===== src/rtl/alu_muldiv_seq.sv =====
// Sequencer for 16x16 unsigned multiply and 16/16 unsigned divide on a shared adder ALU.
// Each RUN cycle does one shift-add (multiply) or one restoring subtract (divide).
//   state | meaning
//   IDLE  | waiting for start, results held
//   RUN   | iterating, ALU driven by this block
//   DONE  | one-cycle done pulse, results valid
module alu_muldiv_seq #(
  parameter int WIDTH = 16,
  parameter int CNT_W = 4
) (
  input  logic             clk,
  input  logic             rst_n,
  input  logic             start,
  input  logic             op_div,
  input  logic [WIDTH-1:0] opa,
  input  logic [WIDTH-1:0] opb,
  output logic             busy,
  output logic             done,
  output logic             div_zero,
  output logic [WIDTH-1:0] res_hi,
  output logic [WIDTH-1:0] res_lo,
  output logic [WIDTH-1:0] alu_a,
  output logic [WIDTH-1:0] alu_b,
  output logic             alu_cin,
  output logic             alu_invb,
  output logic [3:0]       alu_oper,
  input  logic [WIDTH-1:0] alu_out,
  input  logic             alu_cout
);

  typedef enum logic [1:0] {IDLE, RUN, DONE} state_e;

  state_e           state_q, state_d;
  logic             op_div_q, op_div_d;
  logic [CNT_W-1:0] cnt_q, cnt_d;
  logic [WIDTH-1:0] mcand_q, mcand_d;
  logic [WIDTH-1:0] hi_q, hi_d;
  logic [WIDTH-1:0] lo_q, lo_d;
  logic             div_zero_q, div_zero_d;

  logic [WIDTH-1:0] sh;
  logic [WIDTH-1:0] sum;
  logic             carry;

  always_ff @(posedge clk or negedge rst_n) begin
    if (!rst_n) begin
      state_q    <= IDLE;
      op_div_q   <= 1'b0;
      cnt_q      <= '0;
      mcand_q    <= '0;
      hi_q       <= '0;
      lo_q       <= '0;
      div_zero_q <= 1'b0;
    end else begin
      state_q    <= state_d;
      op_div_q   <= op_div_d;
      cnt_q      <= cnt_d;
      mcand_q    <= mcand_d;
      hi_q       <= hi_d;
      lo_q       <= lo_d;
      div_zero_q <= div_zero_d;
    end
  end

  always_comb begin
    state_d    = state_q;
    op_div_d   = op_div_q;
    cnt_d      = cnt_q;
    mcand_d    = mcand_q;
    hi_d       = hi_q;
    lo_d       = lo_q;
    div_zero_d = div_zero_q;
    alu_a      = '0;
    alu_b      = '0;
    alu_cin    = 1'b0;
    alu_invb   = 1'b0;
    sh         = {hi_q[WIDTH-2:0], lo_q[WIDTH-1]};
    sum        = hi_q;
    carry      = 1'b0;

    case (state_q)
      IDLE, DONE: begin
        state_d = IDLE;
        if (start) begin
          op_div_d = op_div;
          if (op_div && (opb == '0)) begin
            // Divide by zero short-circuits straight to DONE with all-ones quotient.
            state_d    = DONE;
            div_zero_d = 1'b1;
            hi_d       = opa;
            lo_d       = '1;
          end else begin
            state_d    = RUN;
            div_zero_d = 1'b0;
            hi_d       = '0;
            cnt_d      = CNT_W'(WIDTH - 1);
            mcand_d    = op_div ? opb : opa;
            lo_d       = op_div ? opa : opb;
          end
        end
      end

      RUN: begin
        if (op_div_q) begin
          alu_a    = sh;
          alu_b    = mcand_q;
          alu_invb = 1'b1;
          alu_cin  = 1'b1;
          // hi_q[15] set means the shifted remainder is 17 bits wide and always >= divisor.
          if (hi_q[WIDTH-1] | alu_cout) begin
            hi_d = alu_out;
            lo_d = {lo_q[WIDTH-2:0], 1'b1};
          end else begin
            hi_d = sh;
            lo_d = {lo_q[WIDTH-2:0], 1'b0};
          end
        end else begin
          alu_a = hi_q;
          alu_b = mcand_q;
          if (lo_q[0]) begin
            sum   = alu_out;
            carry = alu_cout;
          end
          hi_d = {carry, sum[WIDTH-1:1]};
          lo_d = {sum[0], lo_q[WIDTH-1:1]};
        end
        if (cnt_q == '0) state_d = DONE;
        else             cnt_d   = cnt_q - 1'b1;
      end

      default: state_d = IDLE;
    endcase
  end

  assign busy     = (state_q == RUN);
  assign done     = (state_q == DONE);
  assign div_zero = div_zero_q;
  assign res_hi   = hi_q;
  assign res_lo   = lo_q;
  assign alu_oper = 4'd4;

endmodule


===== config.mk =====
export PLATFORM = sky130hd
export DESIGN_NAME = alu_muldiv_seq
export DESIGN_NICKNAME = d
export VERILOG_FILES = /design/src/rtl/alu_muldiv_seq.sv
export SDC_FILE = /design/constraint.sdc
export NUM_CORES = 1
export LEC_CHECK = 0
export CELL_PAD_IN_SITES_DETAIL_PLACEMENT = 1
export CELL_PAD_IN_SITES_GLOBAL_PLACEMENT = 1
export CORE_MARGIN = 4
export CORE_UTILIZATION = 24
export CTS_CLUSTER_SIZE = 12
export DETAILED_ROUTE_END_ITERATION = 10
export GPL_TIMING_DRIVEN = 0
export HOLD_SLACK_MARGIN = 0.12
export PLACE_DENSITY = 0.56
export SYNTH_ARGS = -nofsm -noshare
export SYNTH_HDL_FRONTEND = slang
export SYNTH_SLANG_ARGS = --single-unit

===== constraint.sdc =====
create_clock -name clk -period 4.51 [get_ports clk]
set_input_delay 1.353 -clock clk [delete_from_list [all_inputs] [get_ports clk]]
set_output_delay 1.353 -clock clk [all_outputs]
set_load 0.02 [all_outputs]

* Yosys cells after proc, flatten, opt, wreduce, memory -nomap -nowiden
Index checks and enable logic that the tools add are counted.
** Word-level totals
- Register bits :: 56
- Bits in latches :: 0
- Bits in writable memories :: 0
- ROM bits :: 0
- Bits of input ports :: 53
- Output and inout bits :: 73
- Memories kept :: 0
** Operators by class
- $add $sub $neg :: 1
- Multipliers :: 0
- Div/mod/pow operators :: 0
- Order comparisons :: 0
- Equal/unequal tests :: 6
- Shift operators :: 0
- Multiplexer cells :: 28
- Bitwise operators :: 2
- Reduce and logical (&&, ||, !) cells :: 10
** Operators by type and width (number)
- $mux W16 :: 13
- $pmux W16 S2 :: 2
- $logic_not A16 Y1 :: 1
- $mux W4 :: 3
- $pmux W4 S2 :: 1
- $mux W2 :: 3
- $ne A2 B2 Y1 const B :: 3
- $mux W1 :: 5
- $logic_not A4 Y1 :: 1
- $pmux W2 S2 :: 1
- $reduce_and A2 Y1 :: 2
- $reduce_and A4 Y1 :: 1
- $sub A4 B1 Y4 const B :: 1
- $reduce_and A3 Y1 :: 1
- $eq A2 B1 Y1 const B :: 1
- $eq A2 B2 Y1 const B :: 1
- $logic_not A2 Y1 :: 1
- $ne A2 B1 Y1 const B :: 1
- $reduce_bool A2 Y1 :: 1
- $reduce_or A2 Y1 :: 1
- $logic_and A1 B1 Y1 :: 1
- $not A1 Y1 :: 1
- $or A1 B1 Y1 :: 1

* Depth between registers and ports, before layout
- Depth after elaboration :: 5
- Gate-level depth with buffers :: 7
- Depth with buffers taken out :: 6

* Least setup slack after synthesis
No wires, ideal clock.
- Path kind :: flip-flop to output port
- From :: register op_div_q
- To :: output alu_a[10]
- Arrival :: 1.692 ns
- Required time :: 3.157 ns
- Path slack :: 1.465 ns
- Cell stages (with the launch flop) :: 6
- Path buffers :: 3
- Path through :: dfrtp_1 -> clkbuf_1 -> clkbuf_1 -> buf_1 -> mux2i_1 -> nor2_1
** On the way
- Cells in the longest elaborated chain, start to end :: 2
** RTL lines
- from (decl) :: RTL line 34 : logic op_div_q, op_div_d;
- from (signal assigned) :: RTL line 56 : op_div_q <= op_div_d;
- $mux W16 :: RTL line 104 : if (op_div_q) begin
- $mux W16 :: RTL line 81 : case (state_q)
- to (decl) :: RTL line 22 : output logic [WIDTH-1:0] alu_a,
No other way between the ends.

* Final worst setup path
- From :: register op_div_q
- To :: output alu_a[13]
The elaborated chain is that of the path after synthesis.

==> results.sh <==
export IMPL_synth_compound_area_share=0.2168
export IMPL_power_mw=4.210
export IMPL_grt_start_max_net_pins=34
export IMPL_root_buffer="clkbuf_16"
export IMPL_grtUsageTotal=0.1707
export IMPL_ys_ff_latch=56
export IMPL_hold_path_class="flop to flop"
export IMPL_async_reset_ff_frac=1.000
export IMPL_clock_sinks=56
export IMPL_place_area_mm2=0.005390
export IMPL_fmax_ghz=0.2361
export IMPL_nets=606
export IMPL_seq_area_mm2=0.001401
export IMPL_drv_cap=0
export IMPL_crit_fanout=10
export IMPL_cts_htree_levels=2
export IMPL_cts_buffers=5
export IMPL_dpl_hpwl_mm=12.31
export IMPL_ys_top_cells_by_area="dfrtp_1 36%, mux2_2 9.2%, mux2i_1 9.0%"
export IMPL_gp_congestion=0.7698
export IMPL_whs_ns=0.5096
export IMPL_core_mm2=0.01589
export IMPL_viasPerCell=4.909
export IMPL_yosysUniqueCellTypes=42
export IMPL_rows=46
export IMPL_final_max_slew_viol_count=0
export IMPL_area_delta_synth_final_pct=41.78
export IMPL_placed_cells=760
export IMPL_synthMuxAreaShare=0.2325
export IMPL_multi_input_area_mm2=0.002227
export IMPL_vias=3765
export IMPL_worstSetupEndpointType="primary output"
export IMPL_synth_common_cells="56 x dfrtp_1, 40 x nand2_1, 36 x o21ai_0"
export IMPL_utilization=0.3477
export IMPL_synthCells=421
export IMPL_grt_pass1_wl_mm=24.04
export IMPL_synth_xor_area_frac=0
export IMPL_clockBufferDepth=2
export IMPL_ctsResizeCount=0
export IMPL_irDropWorstVdd_mv=0.2692
export IMPL_die_y_um=135.4
export IMPL_drt_iter0_markers=160
export IMPL_post_cts_buffers=0
export IMPL_dieWidth_um=135.4
export IMPL_portBuffers=120
export IMPL_dpl_worst_slack_ns=0.4857
export IMPL_hold_viol=0
export IMPL_layout_drive_gt1_share=0.1216
export IMPL_postRouteAntennaNets=0
export IMPL_finalCritPeriodShare=0.9390
export IMPL_synth_top_area_share=0.3597
export IMPL_cts_tree="built"
export IMPL_maxSlewHeadroom=0.4474
export IMPL_power_density_mw_per_mm2=762.1
export IMPL_final_cell_area_mm2=0.005524
export IMPL_ys_seq_area_frac=0.3597
export IMPL_synth_edff_count=0
export IMPL_grt_pass1_vias=4156
export IMPL_cts_reportedPaths_clkPinSlew_ns=0.08
export IMPL_yosys_warnings=0
export IMPL_cts_hold_buf=0
export IMPL_grt_antenna_before_repair=0
export IMPL_cp_data_arrival_time_ns=2.88
export IMPL_ys_flop_type="dfrtp_1"
export IMPL_rsz0062_at_grt="no"
export IMPL_worst_pin_slew_ns=0.8289
export IMPL_synth_top_family_by_area="multiplexers"
export IMPL_fin_tns_setup_ns=0
export IMPL_worst_clock_skew_ns=0.01071
export IMPL_post_drt_wl_per_cell_um=20.56
export IMPL_fillers=1887
export IMPL_crit_required_ns=3.16
export IMPL_grt_ovfl_total=0
export IMPL_ioPinCount=126
export IMPL_final_cells=767
export IMPL_drc=0
export IMPL_fin_ws_ns=0.2752
export IMPL_postRouteWirelength_mm=15.77
export IMPL_clk_latency_ns=0.30
export IMPL_drt_first_pass_iters=4
export IMPL_synth_area_mm2=0.003896
export IMPL_yosys_area_share_simple=0.1121
export IMPL_post_synth_top_count_cell="dfrtp_1"
export IMPL_critPathLaunchType="flop"
export IMPL_setup_viol=0
export IMPL_avgSynthCellArea_um2=9.255
export IMPL_leakage_nw=2.140
export IMPL_antenna_cells=0
export IMPL_status="finished clean"
export IMPL_initial_utilization=0.2453
export IMPL_synth_fa_ha_area_frac=0.006423
export IMPL_fin_crit_ns=4.235
export IMPL_dieArea_mm2=0.01834
export IMPL_yosysTopAreaCell="dfrtp_1"
export IMPL_crit_type="flop to primary output"
==> critical path, cell delays in order, from the launching register on <==
cell and delay, ns:
dfrtp_1 0.33, clkbuf_1 0.30, clkbuf_1 0.39, buf_1 0.65, mux2i_1 0.17, nor2_1 0.12
clkdlybuf4s50_1 0.62
==> power by group <==
part	switching [mW]	leakage [nW]	internal [mW]
registers	0.278	0.655	0.760
clock network	0.183	0.0667	0.203
logic	1.48	1.42	1.31
total	1.94	2.14	2.27
==> cell usage in the layout, fill, tap and decap left out, types with 2 or more instances in the layout <==
cell / instances
clkdlybuf4s50_1: 119
dfrtp_1: 56
nand2_1: 40
o21ai_0: 36
mux2i_1: 35
mux2_2: 32
clkbuf_1: 29
nor2_1: 23
a21oi_1: 21
inv_1: 17
and2_1: 16
o22ai_1: 16
a32oi_1: 15
o311ai_0: 14
mux2_4: 13
o211ai_1: 13
buf_4: 6
clkbuf_16: 5
buf_1: 4
conb_1: 4
nor4_1: 3
buf_6: 3
nand2b_1: 2
clkinv_1: 2
nor2b_1: 2
buf_2: 2
o31a_1: 2
o21a_1: 2
ha_1: 2
==> metal layers <==
layer | vias to the layer above | GRT usage | part of all wire
met3 | 7 | 0.02675 | 0.041
li1 | 1796 | - | -
met4 | 0 | 0.03583 | 0.0084
met2 | 100 | 0.2954 | 0.49
met1 | 1862 | 0.2257 | 0.46
met5 | - | 0 | 0
==> cells by family after synthesis <==
group                    after synthesis
buffers and inverters                 61
AND/OR/NAND/NOR                       93
other                                  2
adder cells (fa/ha/maj)                2
AO/OA/AOI/OAI                        127
flip-flops                            56
multiplexers                          80
==> area by class of cell <==
type | instances | share of cell area
inverter | 19 | 0.01291
tap | 216 | 0.04892
buffer | 42 | 0.03692
clock buffer | 6 | 0.02333
sequential | 56 | 0.2537
clock inverter | 1 | 0.0009060
timing repair buffer | 121 | 0.2202
multi-input combinational | 306 | 0.4032
==> state kept, by name, indices dropped and copies added, names as in the netlist <==
name      cells
div_zero      1
state_q       2
res_lo       16
cnt_q         4
res_hi       16
op_div_q      1
mcand_q      16
==> final timing paths <==
path | from | to | slack [ns] | cells after the start
setup reg to reg | op_div_q | res_lo[14] | 2.37 | 6
max in group asynchronous | rst_n | res_hi[8] | 2.73 | 2
hold / removal | mcand_q[3] | mcand_q[3] | 0.51 | 1
hold reg to reg | mcand_q[3] | mcand_q[3] | 0.51 | 1
setup / recovery | op_div_q | alu_a[13] | 0.28 | 6
min in group asynchronous | rst_n | res_lo[2] | 1.15 | 1
(Power assumes the default switching activity.)
==> edit: new RTL, same flow settings <==
`hi_q` no longer has a reset.
--- a/src/rtl/alu_muldiv_seq.sv
+++ b/src/rtl/alu_muldiv_seq.sv
@@ -49,5 +49,4 @@
       cnt_q      <= '0;
       mcand_q    <= '0;
-      hi_q       <= '0;
       lo_q       <= '0;
       div_zero_q <= 1'b0;
@@ -57,8 +56,11 @@
       cnt_q      <= cnt_d;
       mcand_q    <= mcand_d;
-      hi_q       <= hi_d;
       lo_q       <= lo_d;
       div_zero_q <= div_zero_d;
     end
+  end
+
+  always_ff @(posedge clk) begin
+    hi_q <= hi_d;
   end
 
Check against the original RTL: not equivalent (Yosys sat finds a counterexample within 4 cycles, from zero or initial values and one cycle with rst_n low).
==> edit against the unedited design <==
  * Routed wire length is 6.9% lower
  * Sequential cell count stayed put
  * Via count is 7.0% lower
  * Worst setup slack better by 0.21 ns
  * Final area is 0.61% higher
  * Power is 1.6% lower
  * Critical path depth is 1 lower
  * Area after synthesis is 1.0% higher
  * Non-clock buffer count is 4 lower
  * Fmax is 5.1% higher
  * Count of clock-buffer cells in the layout is 1 higher
  * Clock skew is 0.0041 ns lower
  * Hold slack worse by 0.0025 ns
  * Critical endpoint is now alu_a[15]
  * Highest routed layer unchanged
==> edit: results <==
[sta]
tightest_slew_ns = 0.703
skew_ns = 0.00662

[routing]
wl_met1_um = 6980
wl_met3_um = 735
drt_iter0_drc = 183
dr_wl_met2_um = 6780
viasPerCell = 4.81

[critical_path]
crit_fanout = 10
arrival_ns = 2.68
crit_start = state_q[0]

[logic_synthesis]
yosysSeqAreaShare = 0.376
netlist_instances = 382
synth_area_leaders = dfrtp_1, edfxtp_1, mux2_2, mux2i_1, mux2_4
synth_cell_type_count = 41
async_flop_share = 0.714
ys_top_cells_by_count = dfrtp_1, mux2i_1, mux2_2, nor2_1
yosys-mux-area-fraction = 0.234
synth_fa_ha_area_frac = 0.00636
synth-xor-area-share = 0.00223
synth_compound_area_frac = 0.196
synth_edf_count = 16
yosys_warnings = 0

[power_and_ir_drop]
p_sw_mw = 1.86
power.leakage_nw = 2.09
p_seq_frac = 0.262
p_per_area_mw_per_mm2 = 745
p_clk_frac = 0.095
vdd_drop_max_mv = 0.239

[global_routing]
grt_use_met1 = 0.222
grt_start_max_net_pins = 31
grt.met3_usage = 0.0296
grt_pass1_wl_um = 22700
grt_use_total = 0.158
grt_pass1_vias = 3827

[placed_design]
dpl.hpwl_um = 11300
placed_area_mm2 = 0.00542
dp_cells = 720
place_congestion = 0.761
place_worst_setup_slack_ns = 0.749
io_buffers = 119

[outcome]
outcome = complete, no violations

[cells_and_area]
fin_nets = 566
final_cells = 728
final_layout_size_suffix_gt1_frac = 0.211

[min_path]
worstHoldStart = mcand_q[1]
-- edit: area by class of cell --
| cell class | count | area [um^2] |
|---|---|---|
| Buffer | 39 | 206 |
| Clock buffer | 7 | 133 |
| Clock inverter | 1 | 5.00 |
| Fill cell | 1839 | 10400 |
| Inverter | 6 | 22.5 |
| Multi-Input combinational cell | 283 | 2230 |
| Sequential cell | 56 | 1480 |
| Tap cell | 216 | 270 |
| Timing Repair Buffer | 120 | 1210 |
-- edit: path summary, 6_finish.rpt --
kind | to | slack, ns | depth (start not counted)
setup reg to reg | res_lo[9] | 2.36 | 6
hold / removal | mcand_q[1] | 0.51 | 1
max in group asynchronous | res_lo[8] | 3.12 | 2
min in group asynchronous | state_q[1] | 0.93 | 1
hold reg to reg | mcand_q[1] | 0.51 | 1
setup / recovery | alu_a[15] | 0.48 | 5
-- edit: worst max-delay path: stages, from the launching register on --
cell and delay [ns]:
dfrtp_1 0.43, nand2b_1 0.22, clkbuf_1 0.45, clkbuf_1 0.57
nor2_1 0.13, clkdlybuf4s50_1 0.57
